## src/rtl/alu_decode_stage.sv

```systemverilog
// Registered, handshaked ALU control decoder for the RV32 datapath.
// Define RV_M_EXT_EN to decode RV32M ops with programmable multi-cycle latency.
module alu_decode_stage #(
    parameter int CTRL_W  = 5,
    parameter int MUL_LAT = 3,
    parameter int DIV_LAT = 8
) (
    input  logic              clk,
    input  logic              rst_n,
    input  logic              in_valid,
    output logic              in_ready,
    input  logic [1:0]        alu_op,
    input  logic [2:0]        funct3,
    input  logic              opb5,
    input  logic              funct7b5,
    input  logic              funct7b0,
    output logic              out_valid,
    input  logic              out_ready,
    output logic [CTRL_W-1:0] alu_control,
    output logic              multicycle,
    output logic              illegal,
    output logic              busy
);

    localparam logic [4:0] OP_ADD  = 5'b00000;
    localparam logic [4:0] OP_SUB  = 5'b00001;
    localparam logic [4:0] OP_AND  = 5'b00010;
    localparam logic [4:0] OP_OR   = 5'b00011;
    localparam logic [4:0] OP_XOR  = 5'b00100;
    localparam logic [4:0] OP_SLT  = 5'b00101;
    localparam logic [4:0] OP_SLTU = 5'b00110;
    localparam logic [4:0] OP_SLL  = 5'b00111;
    localparam logic [4:0] OP_SRL  = 5'b01000;
    localparam logic [4:0] OP_SRA  = 5'b01001;

    localparam logic [1:0] ST_IDLE  = 2'd0;
    localparam logic [1:0] ST_VALID = 2'd2;
`ifdef RV_M_EXT_EN
    localparam logic [1:0] ST_WAIT  = 2'd1;
    localparam logic [7:0] MUL_CNT  = 8'(MUL_LAT - 1);
    localparam logic [7:0] DIV_CNT  = 8'(DIV_LAT - 1);
`endif

    if (CTRL_W < 5 || MUL_LAT < 1 || MUL_LAT > 255 || DIV_LAT < 1 || DIV_LAT > 255) begin : g_param_err
        $error("alu_decode_stage: CTRL_W must be >= 5 and latencies must be 1..255");
    end

    logic [1:0]        state_reg;
    logic              out_valid_reg;
    logic [CTRL_W-1:0] alu_control_reg;
    logic              illegal_reg;
    logic [4:0]        dec_code;
    logic              dec_ill;
    logic              dec_mreq;
    logic [CTRL_W-1:0] dec_ctrl;
    logic              accept;

    // Combinational decode of the offered instruction; captured only on accept.
    always_comb begin
        dec_code = OP_ADD;
        dec_ill  = 1'b0;
        dec_mreq = 1'b0;
        case (alu_op)
            2'b00: dec_code = OP_ADD;
            2'b01: begin
                case (funct3)
                    3'b000, 3'b001: dec_code = OP_SUB;
                    3'b100, 3'b101: dec_code = OP_SLT;
                    3'b110, 3'b111: dec_code = OP_SLTU;
                    default: begin
                        dec_code = OP_SUB;
                        dec_ill  = 1'b1;
                    end
                endcase
            end
            2'b10: begin
                if (opb5 && funct7b0) begin
                    dec_mreq = 1'b1;
                end else begin
                    case (funct3)
                        3'b000:  dec_code = (opb5 && funct7b5) ? OP_SUB : OP_ADD;
                        3'b001:  dec_code = OP_SLL;
                        3'b010:  dec_code = OP_SLT;
                        3'b011:  dec_code = OP_SLTU;
                        3'b100:  dec_code = OP_XOR;
                        3'b101:  dec_code = funct7b5 ? OP_SRA : OP_SRL;
                        3'b110:  dec_code = OP_OR;
                        default: dec_code = OP_AND;
                    endcase
                end
            end
            default: dec_ill = 1'b1;
        endcase
`ifdef RV_M_EXT_EN
        if (dec_mreq) begin
            dec_code = {2'b10, funct3};
        end
`else
        if (dec_mreq) begin
            dec_code = OP_ADD;
            dec_ill  = 1'b1;
        end
`endif
        dec_ctrl      = '0;
        dec_ctrl[4:0] = dec_code;
    end

    assign in_ready    = rst_n & ((state_reg == ST_IDLE) | ((state_reg == ST_VALID) & out_ready));
    assign accept      = in_valid & in_ready;
    assign out_valid   = out_valid_reg;
    assign alu_control = alu_control_reg;
    assign illegal     = illegal_reg;

`ifdef RV_M_EXT_EN
    logic [7:0] cnt_reg;
    logic       multicycle_reg;
    logic [7:0] lat_cnt;
    logic       go_wait;

    assign lat_cnt    = funct3[2] ? DIV_CNT : MUL_CNT;
    assign go_wait    = dec_mreq && (lat_cnt != 8'd0);
    assign multicycle = multicycle_reg;
    assign busy       = (state_reg == ST_WAIT);
`else
    assign multicycle = 1'b0;
    assign busy       = 1'b0;
`endif

    always_ff @(posedge clk or negedge rst_n) begin
        if (!rst_n) begin
            state_reg       <= ST_IDLE;
            out_valid_reg   <= 1'b0;
            alu_control_reg <= '0;
            illegal_reg     <= 1'b0;
`ifdef RV_M_EXT_EN
            cnt_reg         <= 8'd0;
            multicycle_reg  <= 1'b0;
`endif
        end else if (accept) begin
            alu_control_reg <= dec_ctrl;
            illegal_reg     <= dec_ill;
`ifdef RV_M_EXT_EN
            multicycle_reg  <= dec_mreq;
            if (go_wait) begin
                state_reg     <= ST_WAIT;
                cnt_reg       <= lat_cnt;
                out_valid_reg <= 1'b0;
            end else begin
                state_reg     <= ST_VALID;
                out_valid_reg <= 1'b1;
            end
`else
            state_reg       <= ST_VALID;
            out_valid_reg   <= 1'b1;
`endif
        end else begin
            case (state_reg)
`ifdef RV_M_EXT_EN
                ST_WAIT: begin
                    cnt_reg <= cnt_reg - 8'd1;
                    if (cnt_reg == 8'd1) begin
                        state_reg     <= ST_VALID;
                        out_valid_reg <= 1'b1;
                    end
                end
`endif
                ST_VALID: begin
                    if (out_ready) begin
                        state_reg     <= ST_IDLE;
                        out_valid_reg <= 1'b0;
                    end
                end
                default: ;
            endcase
        end
    end

endmodule

```

## config.mk

```make
export PLATFORM = sky130hd
export DESIGN_NAME = alu_decode_stage
export DESIGN_NICKNAME = d
export VERILOG_FILES = /design/src/rtl/alu_decode_stage.sv
export SDC_FILE = /design/constraint.sdc
export NUM_CORES = 1
export LEC_CHECK = 0
export CORE_AREA = 2 2 39 41
export CTS_CLUSTER_DIAMETER = 80
export DETAILED_ROUTE_END_ITERATION = 16
export DIE_AREA = 0 0 41 43
export PLACE_DENSITY = 0.73
export SETUP_SLACK_MARGIN = 0.5
export SLEW_MARGIN = 20
export SYNTH_ARGS = -nofsm -noshare
export SYNTH_HDL_FRONTEND = slang
export SYNTH_SLANG_ARGS = --single-unit
```

## constraint.sdc

```tcl
create_clock -name clk -period 1.26 [get_ports clk]
set_input_delay 0.252 -clock clk [delete_from_list [all_inputs] [get_ports clk]]
set_output_delay 0.252 -clock clk [all_outputs]
set_load 0.02 [all_outputs]
```

==> flow_summary.yaml, run 1 <==
die:
  io_pins: 22
  die_w_um: 41
  die_area_mm2: 0.00176
  num_rows: 14
  die_h_um: 43
  core_area_mm2: 0.00138
  initial_core_util_pct: 30.9
cts:
  cts.sinks: 6
  cts_made_buffers: 3
  insertion_delay_ns: 0.25
  cts_hold_buf: 0
  cts_max_path_buffers: 2
  cts_tree: "done"
  htree_levels: 1
  clockRootBuffer: "clkbuf_4"
  path_clk_slew_ns: 0.05
pwr:
  clockPowerShare_pct: 28.6
  switching_share_pct: 29.9
  leakage_nw: 0.395
  pwr-share-comb_pct: 38.6
  power_switching_mw: 0.205
  p_int_mw: 0.481
  power_per_cell_area_mw_per_mm2: 836
  p_seq_share_pct: 32.8
  ir_worst_vdd_mv: 0.263
sta:
  fin_crit_ns: 1.23
  timing.hold.ws_ns: 0.180
  hold_violations: 0
  finalCritPeriodShare_pct: 97.8
  finalSetupViolations: 0
  fin_setup_tns_ns: 0
  fin_skew_ns: 0.00622
  rsz0062_at_grt: "true"
  final_max_slew_viol_count: 0
  fmax_ghz: 0.812
  timing.final.ws_setup_ns: 0.0281
detailed_routing:
  postRouteWirelength_mm: 1.07
  dr.pass1.iters: 4
  drt_first_iter_violations: 9
  vias: 469
  drc: 0
  postRouteAntennaNets: 0
  wl_per_cell_um: 10.6
  via_per_inst: 4.64
run_status:
  outcome: "finished clean"
critical_path:
  r2r-start: "out_valid"
  r2r_setup_slack_ns: 0.03
  cp.required_ns: 1.43
  rr_endpoint: "alu_control[1]"
  critPathKind: "register to register"
  critPathLaunchType: "register"
  slowest_stage: "dfrtp_2"
  crit_fanout: 3
  cp_slowest_stage_delay_ns: 0.41
  r2r_cells: 5
  setup.worst_path.end_class: "register"
  timing.critical_path.from: "out_valid"
  arrival_ns: 1.40
  crit_chain: "nand2b_4 > buf_6 > nand3_4 > or3_4 > o21ai_1"
  crit_end: "alu_control[1]"
synthesis:
  syn_area_um2: 428
  muxShareOfSynthArea_pct: 0
  synth_xor_area_share_pct: 2.05
  syn_area_per_cell_um2: 8.91
  ys_seq_elements: 6
  synth_top_family_by_area: "simple AND/OR/NAND/NOR gates"
  seq_area_frac_synth_pct: 35.1
  syn_inst: 48
  synth-compound-area-share_pct: 19.0
  synth_edf_count: 0
  yosysUniqueCellTypes: 23
  synth-simple-area-share_pct: 25.1
  ys_warn_count: 0
  synth_fa_ha_area_share_pct: 8.77
  async_flop_share_pct: 100
  synth-main-ff-cell: "dfrtp_1"
layout:
  final_common_cell: "buf_4"
  final_cell_count_no_fill: 101
  drive_gt1_share_pct: 48.2
  largest_reg_flops: 4
  mostFrequentLayoutCells: "buf_4 (15), nand2_1 (8), buf_6 (8)"
  fin_nets: 101
  final_cell_area_um2: 820
  area_growth_syn_to_layout_pct: 91.5
  diodes: 0
min_path:
  min-delay-path-class: "input port to async pin"
grt:
  grt_max_degree: 9
  gr-total-overflow: 0
  antenna_found_initial: 0
  grt_pass1_wl_mm: 1.64
  grt_pass1_vias: 437
  track_usage_pct: 14.1
run:
  maxCapViolCount: 0
placed_design:
  dp_hpwl_um: 785
  place_congestion: 0.760
  dp_slack_ns: -0.539
  placed_area_um2: 693
  portBuffers: 18
  post-place-cells: 87
-- routing by layer --
layer | track usage [%] | vias to the layer above | part of all wire (%) | wire, um
met4 | 10.0 | 0 | 0 | 0
met5 | 0 | - | 0 | 0
met2 | 25.3 | 16 | 57 | 612
li1 | - | 238 | - | -
met1 | 12.0 | 215 | 36 | 386
met3 | 3.66 | 0 | 6.9 | 74
-- cell usage after synthesis, types with 3 or more instances --
cell type,instances,area [um^2]
buf_4,3,22.5
inv_1,3,11.3
o21ai_1,3,15.0
dfrtp_1,6,150
nor2_1,4,15.0
nand2_1,8,30.0
o21ai_0,3,15.0
ha_1,3,37.5
-- how the worst min path moves through the flow --
stage / from / slack [ns] / cells past startpoint / endpoint
3_3_place_gp: alu_control[0] / 0.47 / 2 / alu_control[0]
3_5_place_dp: alu_control[1] / 0.48 / 2 / alu_control[1]
5_1_grt: rst_n / 0.18 / 3 / alu_control[3]
4_1_cts: rst_n / 0.18 / 3 / alu_control[3]
2_1_floorplan: rst_n / -0.04 / 0 / alu_control[0]
6_report: rst_n / 0.18 / 3 / alu_control[3]
-- power by group through the flow --
| stage | sequential, mW | combinational, mW | clock [mW] |
|---|---|---|---|
| after floorplan | 0.248 | 0.0840 | 0 |
| after global placement | 0.225 | 0.214 | 0 |
| after detailed placement | 0.226 | 0.217 | 0 |
| after CTS | 0.224 | 0.251 | 0.202 |
| after global routing | 0.227 | 0.287 | 0.218 |
| final | 0.224 | 0.265 | 0.196 |
-- critical path: cells and delay by family, from the launching register on --
family                 cells  cell delay [ns]
DFF                        1             0.41
buffers and inverters      1             0.10
and+or+nand+nor            3             0.51
AOI/OAI and AO/OA          1             0.12
-- layout make-up --
class                           count  area (um^2)
Fill cell                         141          564
Timing Repair Buffer               35          313
Multi-Input combinational cell     37          290
Sequential cell                     6          151
Clock buffer                        4         26.3
Tap cell                           16         20.0
Inverter                            3         18.8
-- kinds of logic (layout without fill, tap and decap cells) --
kind of cell / count (synthesis) / after routing
AND/OR/NAND/NOR: 18 / 18
AO/OA/AOI/OAI: 12 / 12
buffers and inverters: 7 / 42
flip-flops: 6 / 6
adder cells (fa/ha/maj): 3 / 3
other: 1 / 3
XOR/XNOR: 1 / 1
-- metrics by stage --
step | total power, mW | util, %
final | 0.685 | 59.2
after global routing | 0.731 | 59.2
after CTS | 0.676 | 57.4
after detailed placement | 0.442 | 50.1
after global placement | 0.439 | 50.1
after floorplan | 0.332 | -
-- what timing repair did --
item | CTS | global route
setup buffers | 7 | 3
resized for setup | 52 | 5
endpoints found under the setup margin | 13 | 13
pin swaps | 5 | 1
Power figures use the tool's default switching activity.
==> run 2: changes to the inputs <==
--- a/config.mk
+++ b/config.mk
@@ -9,7 +9,7 @@
 export CTS_CLUSTER_DIAMETER = 80
 export DETAILED_ROUTE_END_ITERATION = 16
 export DIE_AREA = 0 0 41 43
-export PLACE_DENSITY = 0.73
+export PLACE_DENSITY = 0.66
 export SETUP_SLACK_MARGIN = 0.5
 export SLEW_MARGIN = 20
 export SYNTH_ARGS = -nofsm -noshare
==> flow_summary.yaml, run 2 (synthesis results as in run 1) <==
detailed_routing:
  drt_first_iter_violations: 0
  dr.pass1.iters: 1
  postRouteWirelength_mm: 1.14
  postRouteAntennaNets: 0
  vias: 469
  drc: 0
  wl_per_cell_um: 11.1
  via_per_inst: 4.55
sta:
  finalCritPeriodShare_pct: 99.1
  fin_crit_ns: 1.25
  finalSetupViolations: 0
  fin_skew_ns: 0.00233
  fmax_ghz: 0.801
  timing.hold.ws_ns: 0.168
  final_max_slew_viol_count: 0
  rsz0062_at_grt: "true"
  fin_setup_tns_ns: 0
  hold_violations: 0
  timing.final.ws_setup_ns: 0.0109
layout:
  multi_input_area_um2: 302
  fillCellCount: 135
  fin_nets: 103
  drive_gt1_share_pct: 52.9
  diodes: 0
  mostFrequentLayoutCells: "buf_4 (16), buf_6 (10), nand2_1 (7), dfrtp_1 (5)"
  final_core_util_pct: 62.1
  area_growth_syn_to_layout_pct: 101
  final_common_cell: "buf_4"
  largest_reg_flops: 4
  seqCellArea_um2: 151
min_path:
  min-delay-path-class: "input port to async pin"
die:
  die_area_mm2: 0.00176
  die_h_um: 43
  initial_core_util_pct: 30.9
  io_pins: 22
  die_w_um: 41
  core_area_mm2: 0.00138
  num_rows: 14
pwr:
  power_switching_mw: 0.212
  p_int_mw: 0.491
  ir_worst_vdd_mv: 0.317
  total_power_mw: 0.703
  clockPowerShare_pct: 28.1
  p_seq_share_pct: 32.2
  power_per_cell_area_mw_per_mm2: 818
  leakage_nw: 0.416
  switching_share_pct: 30.2
  pwr-share-comb_pct: 39.8
cts:
  clockRootBuffer: "clkbuf_4"
  path_clk_slew_ns: 0.05
  cts_made_buffers: 3
  cts_hold_buf: 0
  htree_levels: 1
  cts_max_path_buffers: 2
  cts.sinks: 6
  insertion_delay_ns: 0.25
  cts_tree: "done"
critical_path:
  timing.critical_path.from: "out_valid"
  critPathLaunchType: "register"
  critPathTopFamily: "flip-flops"
  critical_path_buf_inv_count: 1
  slowest_stage: "dfrtp_2"
  arrival_ns: 1.00
  cp_slowest_stage_delay_ns: 0.42
  cp.required_ns: 1.01
  critPathKind: "register to output port"
  crit_chain: "nand2b_4 > and2_4 > buf_6"
  crit_fanout: 2
  r2r-start: "out_valid"
  setup.worst_path.end_class: "output port"
  r2r_setup_slack_ns: 0.02
grt:
  antenna_found_initial: 0
  track_usage_pct: 15.3
  grt_pass1_wl_mm: 1.77
  grt_max_degree: 9
  gr-total-overflow: 0
  grt_pass1_vias: 469
placed_design:
  dp_slack_ns: -0.552
  place_congestion: 0.766
  portBuffers: 18
  dp_hpwl_um: 848
run:
  maxCapViolCount: 0
run_status:
  outcome: "finished clean"
==> run 2: metal layers <==
layer  GRT usage, %  share of wire, %
met1           13.7                34
met4           12.0               3.0
met5              0                 0
met3           1.57               6.3
met2           27.8                56
==> run 2: area by class of cell <==
type / instances / area share, %
repair buffers: 37 / 39.7
multi-input cells: 37 / 35.1
flip-flops and latches: 6 / 17.6
clock buffers: 4 / 3.06
well taps: 16 / 2.33
inverters: 3 / 2.18
==> run 2: path summary, 6_finish.rpt <==
kind / cells after the start / endpoint
min: 3 / alu_control[2]
min in group clk: 5 / alu_control[1]
min reg2reg: 3 / illegal
max in group asynchronous: 3 / out_valid
max reg2reg: 5 / alu_control[0]
max: 3 / in_ready
==> run 2: per-stage QoR <==
step,cells,instance area (um^2)
after detailed placement,88,701
final,103,860
after floorplan,50,468
after global routing,103,860
after global placement,88,701
after CTS,96,793
==> run 2: tightest hold or removal path, cell delays in order <==
cell	delay, ns
dlygate4sd2_1	0.24
buf_6	0.12
buf_4	0.14
==> run 2: power groups by stage <==
stage	logic, mW	registers [mW]	clock network (mW)
2_1_floorplan	0.0840	0.248	0
3_3_place_gp	0.218	0.225	0
3_5_place_dp	0.222	0.227	0
4_1_cts	0.247	0.226	0.205
5_1_grt	0.304	0.227	0.211
6_report	0.280	0.226	0.197
==> run 2: what timing repair did <==
action | in CTS | in global routing
gates resized for setup | 56 | 9
pin swaps | 6 | 4
setup endpoints to repair | 13 | 13
setup buffers | 4 | 7
==> run 3: changes to the inputs <==
--- a/config.mk
+++ b/config.mk
@@ -11,7 +11,6 @@
 export DIE_AREA = 0 0 41 43
 export PLACE_DENSITY = 0.66
 export SETUP_SLACK_MARGIN = 0.5
-export SLEW_MARGIN = 20
 export SYNTH_ARGS = -nofsm -noshare
 export SYNTH_HDL_FRONTEND = slang
 export SYNTH_SLANG_ARGS = --single-unit
==> results of run 3 <==
The final DEF is identical to that of run 2; final timing and power are the same.
==> RTL change, RTL diff (settings of run 1) <==
The parameter `CTRL_W` goes from 5 to 6.
--- a/src/rtl/alu_decode_stage.sv
+++ b/src/rtl/alu_decode_stage.sv
@@ -1,7 +1,7 @@
 // Registered, handshaked ALU control decoder for the RV32 datapath.
 // Define RV_M_EXT_EN to decode RV32M ops with programmable multi-cycle latency.
 module alu_decode_stage #(
-    parameter int CTRL_W  = 5,
+    parameter int CTRL_W  = 6,
     parameter int MUL_LAT = 3,
     parameter int DIV_LAT = 8
 ) (
Ports: changed (resized alu_control); port bits go from 22 to 23. The function was not compared with the original's and may differ.
==> RTL change against run 1 <==
Worst hold slack hardly changed. Cell count is 0.99% higher. Sequential cell count stayed put. Routed wire length is 1.0% lower. Power is 0.61% lower. Synthesized area is 1.8% higher. Setup slack better by 6.6 ps. Final area is 0.46% higher. Synthesized cell count is 2.1% higher. First-iteration DRC count is 44% lower. Critical endpoint is now in_ready.
==> RTL change: results (changes against run 1) <==
\begin{tabular}{lr}
\hline
Metric & Value \\
\hline
\multicolumn{2}{l}{\textbf{Routing}} \\
Met1 Wirelength & 365 um (-5.4\%) \\
Highest metal layer used by the detailed router & met4 \\
Routed wire length per instance & 10.4 um (-2.0\%) \\
Wire length on met3 & 90 um (+22\%) \\
DRC violation total after the first TritonRoute iteration & 5 (-4) \\
Mean number of vias per cell & 4.68 (+0.71\%) \\
Total number of vias & 477 (+1.7\%) \\
\multicolumn{2}{l}{\textbf{Outcome}} \\
Status & complete, no violations \\
\multicolumn{2}{l}{\textbf{Placement}} \\
Placed Cells & 89 (+2.3\%) \\
Weighted congestion reported at the end of routability-driven placement & 0.755 (-0.72\%) \\
Pre-CTS worst setup slack & -530 ps (+9.00 ps) \\
Placed wire-length estimate & 816 um (+4.0\%) \\
\multicolumn{2}{l}{\textbf{STA}} \\
Maximum clock skew at final layout & 9.79 ps (+3.57 ps) \\
Final min period & 1230 ps (-6.61 ps) \\
\multicolumn{2}{l}{\textbf{Logic synthesis}} \\
Mapped Cells & 49 (+2.1\%) \\
Most common library cells after synthesis & sky130\_fd\_sc\_hd\_\_nand2\_1, sky130\_fd\_sc\_hd\_\_dfrtp\_1, sky130\_fd\_sc\_hd\_\_buf\_4, sky130\_fd\_sc\_hd\_\_nor2\_1 \\
\multicolumn{2}{l}{\textbf{Power and ir drop}} \\
Leakage & 0.398 nW (+0.75\%) \\
Largest voltage drop on the vdd net & 313 uV (+19\%) \\
\multicolumn{2}{l}{\textbf{Final layout}} \\
Fraction of final layout cells with drive strength greater than 1 & 0.488 (+0.00602) \\
Count of filler cells inserted in the layout & 133 (-5.7\%) \\
Number of nets in the layout & 102 (+0.99\%) \\
\multicolumn{2}{l}{\textbf{Worst setup path}} \\
Worst setup path endpoint & in\_ready \\
Capturing point of the worst reg2reg path & alu\_control[0]\$\_DFFE\_PN0P\_ \\
Critical Setup Path Class & reg -> out \\
\multicolumn{2}{l}{\textbf{Global routing}} \\
Number of global-route vias before repair & 452 (+3.4\%) \\
Global-route wire length before repair & 1.72 mm (+4.6\%) \\
GRT Resource Usage Total & 0.148 (+0.00705) \\
\hline
\end{tabular}
==> RTL change: cell count changes in the layout (fill, tap and decap cells not counted), sizes merged <==
cell	delta
clkdlybuf4s50	-2
buf	+1
conb	+1
dlygate4sd2	+1
==> RTL change: power breakdown <==
part           switching [mW]  internal (mW)  leakage [nW]
clock                  0.0739          0.120        0.0150
sequential             0.0127          0.212        0.0788
combinational           0.118          0.144         0.304
==> RTL change: area by class of cell <==
cell class	count	area, um2	area share
inverters	3	18.8	0.0228
clock buffers	4	26.3	0.0319
multi-input cells	38	298	0.362
repair buffers	35	309	0.375
well taps	16	20.0	0.0243
flip-flops and latches	6	151	0.184
==> RTL change: metal layers <==
layer  track usage  vias to the layer above
met5             0                        -
met4         0.120                        0
met3        0.0209                        4
met2         0.263                       21
met1         0.133                      217
li1              -                      235
==> RTL change: stage by stage <==
stage / power [mW] / setup TNS [ps] / utilization
after global routing: 0.721 / -65.0 / 0.595
after CTS: 0.682 / 0 / 0.578
after floorplan: 0.337 / 0 / -
after detailed placement: 0.450 / -2960 / 0.509
after global placement: 0.444 / -2860 / 0.509
final: 0.681 / 0 / 0.595
==> RTL change: cell families after synthesis <==
group | Yosys count | synth area share
compound gates | 12 | 0.187
xor+xnor | 1 | 0.0201
fa+ha+maj | 3 | 0.0862
buf+inv | 8 | 0.106
flops | 6 | 0.345
other cells | 1 | 0.00861
simple gates | 18 | 0.247
==> RTL change: critical path: stages, from the launching register on <==
cell	delay (ps)
sky130_fd_sc_hd__dfrtp_2	410
sky130_fd_sc_hd__nand2b_4	70
sky130_fd_sc_hd__and2_4	130
sky130_fd_sc_hd__buf_6	100
==> RTL change: worst min path at each step <==
| stage | start | slack, ps | endpoint | cells after the start |
|---|---|---|---|---|
| detailed placement | illegal$_DFFE_PN0P_ | 470 | illegal$_DFFE_PN0P_ | 2 |
| finish | rst_n | 180 | alu_control[3]$_DFFE_PN0P_ | 3 |
| global placement | alu_control[0]$_DFFE_PN0P_ | 470 | alu_control[0]$_DFFE_PN0P_ | 2 |
| CTS | rst_n | 170 | alu_control[3]$_DFFE_PN0P_ | 3 |
| floorplan | rst_n | -40 | alu_control[0]$_DFFE_PN0P_ | 0 |
| global route | rst_n | 200 | alu_control[3]$_DFFE_PN0P_ | 3 |
==> RTL change: repair_timing <==
action	in CTS	in global routing
gates resized for setup	60	3
endpoints found under the setup margin	13	13
gates cloned	0	0
pin swaps	8	2
setup buffers	7	2
